===== config.mk =====
export PLATFORM = sky130hd
export DESIGN_NAME = ram_bank
export DESIGN_NICKNAME = d
export VERILOG_FILES = /design/src/rtl/ram_bank_pkg.sv /design/src/rtl/ram_word.sv /design/src/rtl/ram_bank.sv
export SDC_FILE = /design/constraint.sdc
export NUM_CORES = 1
export LEC_CHECK = 0
export ABC_AREA = 0
export CELL_PAD_IN_SITES_DETAIL_PLACEMENT = 1
export CELL_PAD_IN_SITES_GLOBAL_PLACEMENT = 2
export CORE_UTILIZATION = 29
export DETAILED_ROUTE_END_ITERATION = 6
export PLACE_DENSITY_LB_ADDON = 0.12
export SLEW_MARGIN = 10
export SYNTH_ARGS = -nofsm -noshare
export SYNTH_HDL_FRONTEND = slang
export SYNTH_SLANG_ARGS = --single-unit

===== constraint.sdc =====
create_clock -name clk -period 1.9 [get_ports clk]
set_input_delay 0.38 -clock clk [delete_from_list [all_inputs] [get_ports clk]]
set_output_delay 0.38 -clock clk [all_outputs]
set_load 0.1 [all_outputs]

===== src/rtl/ram_bank_pkg.sv =====
// Shared types and helpers for the ram_bank scratch/operand store.
// Parity option (RAM_PARITY_EN) is resolved in ram_bank.sv; this package is option-independent.
package ram_bank_pkg;

    localparam int unsigned DEFAULT_DATA_W = 8;
    localparam int unsigned DEFAULT_DEPTH  = 4;
    localparam int unsigned DEFAULT_ADDR_W = 8;

    typedef enum logic [0:0] {
        StIdle,
        StClear
    } state_e;

    // Depth need not be a power of two, so range is a magnitude compare, not an MSB test.
    function automatic logic addr_in_range(input logic [31:0] addr, input int unsigned depth);
        return addr < depth;
    endfunction

endpackage


===== src/rtl/ram_word.sv =====
// One storage word of ram_bank (data plus optional parity bit when RAM_PARITY_EN is defined).
module ram_word #(
    parameter int unsigned W = 8
) (
    input  logic         clk,
    input  logic         rst,
    input  logic         we,
    input  logic [W-1:0] d,
    output logic [W-1:0] q
);

    always_ff @(posedge clk) begin
        if (rst) begin
            q <= '0;
        end else if (we) begin
            q <= d;
        end
    end

endmodule


===== src/rtl/ram_bank.sv =====
// Single-port RAM bank with registered read, range error, and hardware clear-all sequence.
// Define RAM_PARITY_EN to store and check a per-word even-parity bit.
module ram_bank
    import ram_bank_pkg::*;
#(
    parameter int unsigned DATA_W = DEFAULT_DATA_W,
    parameter int unsigned DEPTH  = DEFAULT_DEPTH,
    parameter int unsigned ADDR_W = DEFAULT_ADDR_W
) (
    input  logic              clk,
    input  logic              rst,
    input  logic              cs,
    input  logic              rw,
    input  logic [ADDR_W-1:0] addr,
    input  logic [DATA_W-1:0] data_in,
    input  logic              clr,
    input  logic              par_inj,
    output logic [DATA_W-1:0] data_out,
    output logic              rd_valid,
    output logic              err,
    output logic              busy,
    output logic              parity_err
);

`ifdef RAM_PARITY_EN
    localparam int unsigned WORD_W = DATA_W + 1;
`else
    localparam int unsigned WORD_W = DATA_W;
`endif
    localparam int unsigned CNT_W = $clog2(DEPTH);

    state_e             state_q, state_d;
    logic [CNT_W-1:0]   cnt_q, cnt_d;
    logic               clearing;
    logic               acc;
    logic               in_range;
    logic [DEPTH-1:0]   word_we;
    logic [DATA_W-1:0]  wdata_raw;
    logic [WORD_W-1:0]  wdata;
    logic [WORD_W-1:0]  rword;
    logic [WORD_W-1:0]  word_q [DEPTH];

    logic [DATA_W-1:0]  data_out_q, data_out_d;
    logic               rd_valid_q, rd_valid_d;
    logic               err_q, err_d;
    logic               perr_q, perr_d;

    assign clearing = (state_q == StClear);
    assign acc      = cs & ~clearing & ~clr;
    assign in_range = addr_in_range(32'(addr), DEPTH);

    always_comb begin
        state_d = state_q;
        cnt_d   = cnt_q;
        unique case (state_q)
            StIdle: begin
                if (clr) begin
                    state_d = StClear;
                    cnt_d   = '0;
                end
            end
            StClear: begin
                cnt_d = cnt_q + CNT_W'(1);
                if (cnt_q == CNT_W'(DEPTH - 1)) begin
                    state_d = StIdle;
                    cnt_d   = '0;
                end
            end
            default: begin
                state_d = StIdle;
                cnt_d   = '0;
            end
        endcase
    end

    // During clear the counter owns the write port; host accesses are locked out.
    always_comb begin
        word_we = '0;
        for (int unsigned i = 0; i < DEPTH; i++) begin
            if (clearing) begin
                word_we[i] = (cnt_q == CNT_W'(i));
            end else begin
                word_we[i] = acc & rw & (addr == ADDR_W'(i));
            end
        end
    end

    assign wdata_raw = clearing ? '0 : data_in;
`ifdef RAM_PARITY_EN
    assign wdata = {(^wdata_raw) ^ (par_inj & ~clearing), wdata_raw};
`else
    assign wdata = wdata_raw;
    logic unused_par_inj;
    assign unused_par_inj = par_inj;
`endif

    always_comb begin
        rword = '0;
        for (int unsigned i = 0; i < DEPTH; i++) begin
            if (addr == ADDR_W'(i)) begin
                rword = word_q[i];
            end
        end
    end

    always_comb begin
        data_out_d = data_out_q;
        rd_valid_d = 1'b0;
        err_d      = 1'b0;
        perr_d     = 1'b0;
        if (acc) begin
            err_d = ~in_range;
            if (!rw) begin
                rd_valid_d = 1'b1;
                data_out_d = in_range ? rword[DATA_W-1:0] : '0;
`ifdef RAM_PARITY_EN
                perr_d     = in_range & ((^rword[DATA_W-1:0]) != rword[DATA_W]);
`endif
            end
        end
    end

    always_ff @(posedge clk) begin
        if (rst) begin
            state_q    <= StIdle;
            cnt_q      <= '0;
            data_out_q <= '0;
            rd_valid_q <= 1'b0;
            err_q      <= 1'b0;
            perr_q     <= 1'b0;
        end else begin
            state_q    <= state_d;
            cnt_q      <= cnt_d;
            data_out_q <= data_out_d;
            rd_valid_q <= rd_valid_d;
            err_q      <= err_d;
            perr_q     <= perr_d;
        end
    end

    for (genvar i = 0; i < DEPTH; i++) begin : g_word
        ram_word #(
            .W(WORD_W)
        ) u_word (
            .clk(clk),
            .rst(rst),
            .we (word_we[i]),
            .d  (wdata),
            .q  (word_q[i])
        );
    end

    assign data_out   = data_out_q;
    assign rd_valid   = rd_valid_q;
    assign err        = err_q;
    assign busy       = clearing;
    assign parity_err = perr_q;

endmodule


[After elaboration in Yosys (flattened, before gate mapping)]
Index checks and enable logic that the tools add are counted.
Widths: inputs -> output; s select.
Storage, ports and cells
  register bits after elaboration: 45
  bits of input ports: 22
  output and inout port bits: 12
  word-level logic and storage cells: 51
Cells by class
  add/sub/neg operators: 1
  order comparisons: 1
  equality and inequality tests: 7
  mux-type cells: 17
  bitwise logic cells: 12
  reduce and logical (&&, ||, !) cells: 4
Operators by type and width (count)
  $mux 8: 6
  $eq 8x2->1 const B: 2
  $eq 8x1->1 const B: 1
  $logic_not 8->1: 1
  $lt 8x3->1 const B: 1
  $and 1x1->1: 7
  $mux 1: 7
  $not 1->1: 5
  $eq 2x2->1 const B: 2
  $mux 2: 2
  $pmux 2 s2: 1
  $add 2x1->2 const B: 1
  $eq 2x1->1 const B: 1
  $logic_not 2->1: 1
  $ne 2x2->1 const B: 1
  $pmux 1 s2: 1
  $reduce_and 2->1: 1
  $reduce_or 2->1: 1

[Logic depth before layout (Yosys ltp)]
  word-level depth: 6
  gate-level depth with buffers: 6
  gate-level depth less buffers: 6

[Modules after synthesis]
From an unflattened synthesis, not the netlist that was laid out.
Second synthesis, totals
  cells, all modules: 193
  area total of the unflattened synthesis: 2043.2 µm²
Modules (own cells, without submodules)
  ram_word: instances 4, cells an instance 26, area an instance 285.3 µm², sequential area each 160.2 µm²
  ram_bank: instances 1, cells an instance 89, area an instance 902.1 µm², sequential area each 260.2 µm²

[Worst setup path before layout]
OpenSTA, ideal clock, no wires.
  kind: register to register
  start: register state_q (netlist: busy)
  end: register g_word[1].u_word.q[5]
  setup time: 0.067 ns
  arrival: 2.274 ns
  required time: 1.833 ns
  slack: -0.442 ns
  stages on the path, launching flop included: 6
  cells stage by stage: dfxtp_1 -> or4bb_1 -> or3_1 -> or3_1 -> buf_6 -> o21ai_2
On the way
  word-level cells in the longest chain between the ends: 6
RTL lines
  start: declaration: line ram_bank.sv:32  | state_e state_q, state_d;
  start signal: assignment: line ram_bank.sv:125  | state_q <= StIdle;
  start signal: assignment: line ram_bank.sv:132  | state_q <= state_d;
  $not 1->1
  $and 1x1->1 (2 in series): line ram_bank.sv:49  | assign acc = cs & ~clearing & ~clr;
  $and 1x1->1 (2 in series): line ram_bank.sv:83  | word_we[i] = acc & rw & (addr == ADDR_W'(i));
  $mux 1: line ram_bank.sv:80  | if (clearing) begin
  end signal: assignment: line ram_word.sv:14  | q <= '0;
  end signal: assignment: line ram_word.sv:16  | q <= d;
  end: declaration: line ram_word.sv:9  | output logic [W-1:0] q
Several ways; a longest one is shown, not always the timed one.
A chain may end at the register's enable or synchronous reset.

[Worst setup path after layout]
  start: register state_q (netlist: busy)
  end: register g_word[1].u_word.q[0]
Same word-level chain as after synthesis.

==> summary.md <==
| Metric | Value |
|---|---|
| Maximum clock path buffer count | 2 |
| Multi-input gate area | 996 sq um |
| P per Cell Area | 665 nW/um^2 |
| Top cells by instance count after synthesis | sky130_fd_sc_hd__dfxtp_1 (45), sky130_fd_sc_hd__nand2_1 (25), sky130_fd_sc_hd__a32o_1 (16), sky130_fd_sc_hd__or2_2 (9) |
| Type of the setup path with the least slack | reg2reg |
| RSZ-0062 raised after global routing | yes |
| Number of synthesized flops with an enable pin | 0 |
| Post-synthesis instance total | 187 |
| Cell with the most instances on the worst path | sky130_fd_sc_hd__or3_4 |
| Count of endpoints failing hold in the final timing report | 0 |
| Number of stages on the worst setup path | 4 |
| Sequential cell area | 905 sq um |
| Average routed wire per standard cell | 16.2 microns |
| Instance count after placement with tap cells included | 311 |
| Final critical-path share of the clock period | 98.7% |
| Number of buffers created by CTS | 5 |
| Final cell count without fillers | 318 |
| Initial antenna violation count | 0 |
| I/O pin cnt | 34 |
| Post-route cell area | 2630 sq um |
| Min-Delay Startpoint | g_word[3].u_word.q[0] |
| Worst hold slack | 0.461 ns |
| Capturing element of the worst setup path | g_word[1].u_word.q[0] |
| Wire length of the first global-routing pass | 8.69 mm |
| Fraction of synthesized cell area taken by the top area cell type | 47.1% |
| Crit path from | busy |
| CP peak stage delay | 0.54 ns |
| Fraction of final layout cells with drive strength greater than 1 | 32.8% |
| Quantity of I/O buffers inserted on ports | 31 |
| Vertical die dimension | 83.2 microns |
| Leakage | 1.07 nW |
| Sequential area share after synthesis | 47.1% |
| Reg-to-Reg End | g_word[1].u_word.q[0] |
| Number of endpoints failing setup at the final stage | 0 |
| Cell type with the largest total area after synthesis | sky130_fd_sc_hd__dfxtp_1 |
| CORE AREA | 6350 sq um |
| R2R depth | 4 |
| Type of destination of the critical path | flop |
| Number of global-route vias before repair | 1770 |
| Final-report max-slew violation count | 0 |
| Most frequently used flop master after synthesis | sky130_fd_sc_hd__dfxtp_1 |
| Clock root cell | sky130_fd_sc_hd__clkbuf_8 |
| TritonRoute pass-1 iters | 4 |
| Cell type group with the largest total delay on the critical path | simple AND/OR/NAND/NOR gates |
| Clock H-tree levels | 2 |
| Post-synthesis area per instance | 10.2 sq um |
| Total number of yosys warnings | 0 |
| Critical Path, Cell by Cell | or4bb_4 -> or3_4 -> or3_4 -> o21ai_2 |
| Worst min-delay path class | reg2reg |
| Horizontal die dimension | 83.2 microns |
| Min cycle time layout | 1.88 ns |
| Sinks on the clock net | 45 |
| Crit path arrival time | 2.10 ns |
| Clock latency of the later-clocked register in the worst-skew pair | 0.29 ns |
| Req. time, crit path | 2.13 ns |
| Effective utilization at floorplan | 30.1% |
| Row Count | 29 |
| Cell with the largest stage delay on the worst path | sky130_fd_sc_hd__or4bb_4 |
| Number of buffers and inverters on the critical path | 0 |
| Total wire length after detailed routing | 5.15 mm |
| Top post-synthesis cells by area | sky130_fd_sc_hd__dfxtp_1 (47%), sky130_fd_sc_hd__a32o_1 (8.4%), sky130_fd_sc_hd__nand2_1 (4.9%), sky130_fd_sc_hd__mux2_2 (4.7%), sky130_fd_sc_hd__mux2i_1 (4.2%) |
| R2R setup slack | 0.02 ns |
| Post-route clock skew | 0.00646 ns |
| Full die area | 6930 sq um |
| Filler cell count | 710 |
| Max frequency | 533 MHz |
| Max_cap viols | 0 |
| Final weighted congestion in routability-driven placement | 0.802 |
| Global route overflow | 0 |
| DRC violations left | 0 |
| Max-slew headroom at the worst pin | 54.2% |
| Cell variety after synth | 31 |
| DPL Wire Length | 4.08 mm |
| Top-count cell post-synth | sky130_fd_sc_hd__dfxtp_1 |
| Number of hold-repair buffers added at the cts stage | 0 |
| Maximum number of pins on one net before global-route repair | 17 |
| Max rail drop VDD | 0.000361 V |
| Launch instance of the worst register-to-register path | busy |
| Antenna Violating Nets Remaining | 0 |
| Setup crit start kind | flop |
| Synthesis-to-finish area growth | 37.6% |
| Post-placement cell area | 2510 sq um |
| Number of nets produced by synthesis | 213 |
| Vias after detailed routing | 1616 |
| Antenna cell count | 0 |
| Crit path max fanout | 8 |
| Clock Pin Slew Worst Setup and Hold Paths | 0.08 ns |
| Clock tree from TritonCTS | done |
| Net total in the final layout | 266 |
| Global-route total usage across every layer | 15.9% |
| Iteration-0 DRC Markers | 76 |
| Synth Register Bits | 45 |
| Synthesized cell area | 1910 sq um |
| Actual transition at the worst max-transition pin | 0.688 ns |
| Vias/cell | 5.08 |
| Result of the run | finished, final reports clean |
| Synth async-reset ratio | 0% |
how the worst min path moves through the flow:
stage	end	depth (start not counted)	slack [ns]
3_5_place_dp	g_word[0].u_word.q[2]	1	0.45
2_1_floorplan	g_word[0].u_word.q[0]	1	0.43
5_1_grt	g_word[3].u_word.q[4]	2	0.48
3_3_place_gp	g_word[1].u_word.q[5]	2	0.44
4_1_cts	g_word[1].u_word.q[7]	2	0.46
6_report	g_word[3].u_word.q[0]	2	0.46
routing by layer:
layer,share of wire [%],GRT usage [%],vias up
li1,-,-,798
met1,42,18.0,781
met2,53,29.3,31
met3,3.9,3.68,6
met4,1.4,5.02,0
met5,0,0,-
flip-flops by register name (all words and copies together) (netlist names):
name	flops
g_word.u_word.q	32
data_out	8
cnt_q	2
busy	1
err	1
rd_valid	1
tightest hold or removal path, cell delays in order, from the launching register on:
cell                      delay [ns]
sky130_fd_sc_hd__dfxtp_1        0.31
sky130_fd_sc_hd__nand2_1        0.05
sky130_fd_sc_hd__mux2i_1        0.05
report_power, final:
group          switching [W]  total, W  internal [W]  leakage, nW
clock               0.000314  0.000569      0.000255       0.0450
sequential        0.00000275  0.000950      0.000947        0.363
combinational       0.000136  0.000233     0.0000965        0.664
cells in the final DEF, fill, tap and decap left out, drive strengths merged:
cell type | netlist | routed
o22a | 8 | 8
nand2 | 25 | 25
ha | 4 | 4
buf | 2 | 36
clkbuf | 7 | 6
mux2i | 8 | 8
dfxtp | 45 | 45
clkdlybuf4s50 | 0 | 13
a221oi | 2 | 2
nand4 | 1 | 1
o2bb2ai | 8 | 8
or2 | 9 | 9
a21oi | 5 | 5
nand3 | 1 | 1
a32o | 16 | 16
nor2 | 8 | 8
clkinv | 0 | 2
o41a | 1 | 1
and3 | 1 | 1
nand2b | 3 | 3
or3 | 2 | 2
or4 | 1 | 1
o21ai | 8 | 8
dlygate4sd2 | 0 | 4
nor3 | 4 | 4
nor4 | 2 | 2
mux2 | 8 | 8
or4bb | 1 | 1
or3b | 1 | 1
conb | 1 | 1
clkdlybuf4s15 | 0 | 2
a211oi | 1 | 1
inv | 4 | 4
cell families (layout without fill, tap and decap cells):
group	count (synthesis)	after routing	share of synthesized area [%]
AO/OA/AOI/OAI	49	49	22.5
adder cells (fa/ha/maj)	4	4	2.61
buffers and inverters	13	67	3.14
flip-flops	45	45	47.1
multiplexers	16	16	8.89
other	1	1	0.196
AND/OR/NAND/NOR	59	59	15.6
repair_timing:
item / in CTS / in global routing
gates resized for setup: 17 / 8
setup buffers: 0 / 0
setup endpoints to repair: 36 / 28
pin swaps: 5 / 12
hold endpoints to repair: 0 / 0
through the flow:
step / setup WS [ns] / power (W) / setup TNS [ns] / util [%]
final: 0.0247 / 0.00175 / 0 / 41.5
after global routing: -0.0207 / 0.00184 / -0.119 / 41.5
after CTS: -0.0194 / 0.00177 / -0.0194 / 41.1
after detailed placement: -0.583 / 0.00120 / -18.87 / 39.6
after global placement: -0.524 / 0.00120 / -17.28 / 39.6
after floorplan: -0.0916 / 0.00109 / -0.960 / -
area by class of cell:
cell class	instances	share of cell area, %
flip-flops and latches	45	34.3
inverters	4	0.570
multi-input cells	129	37.8
clock inverters	2	0.380
clock buffers	6	2.76
repair buffers	55	20.5
well taps	77	3.66
(Power assumes the default switching activity.)
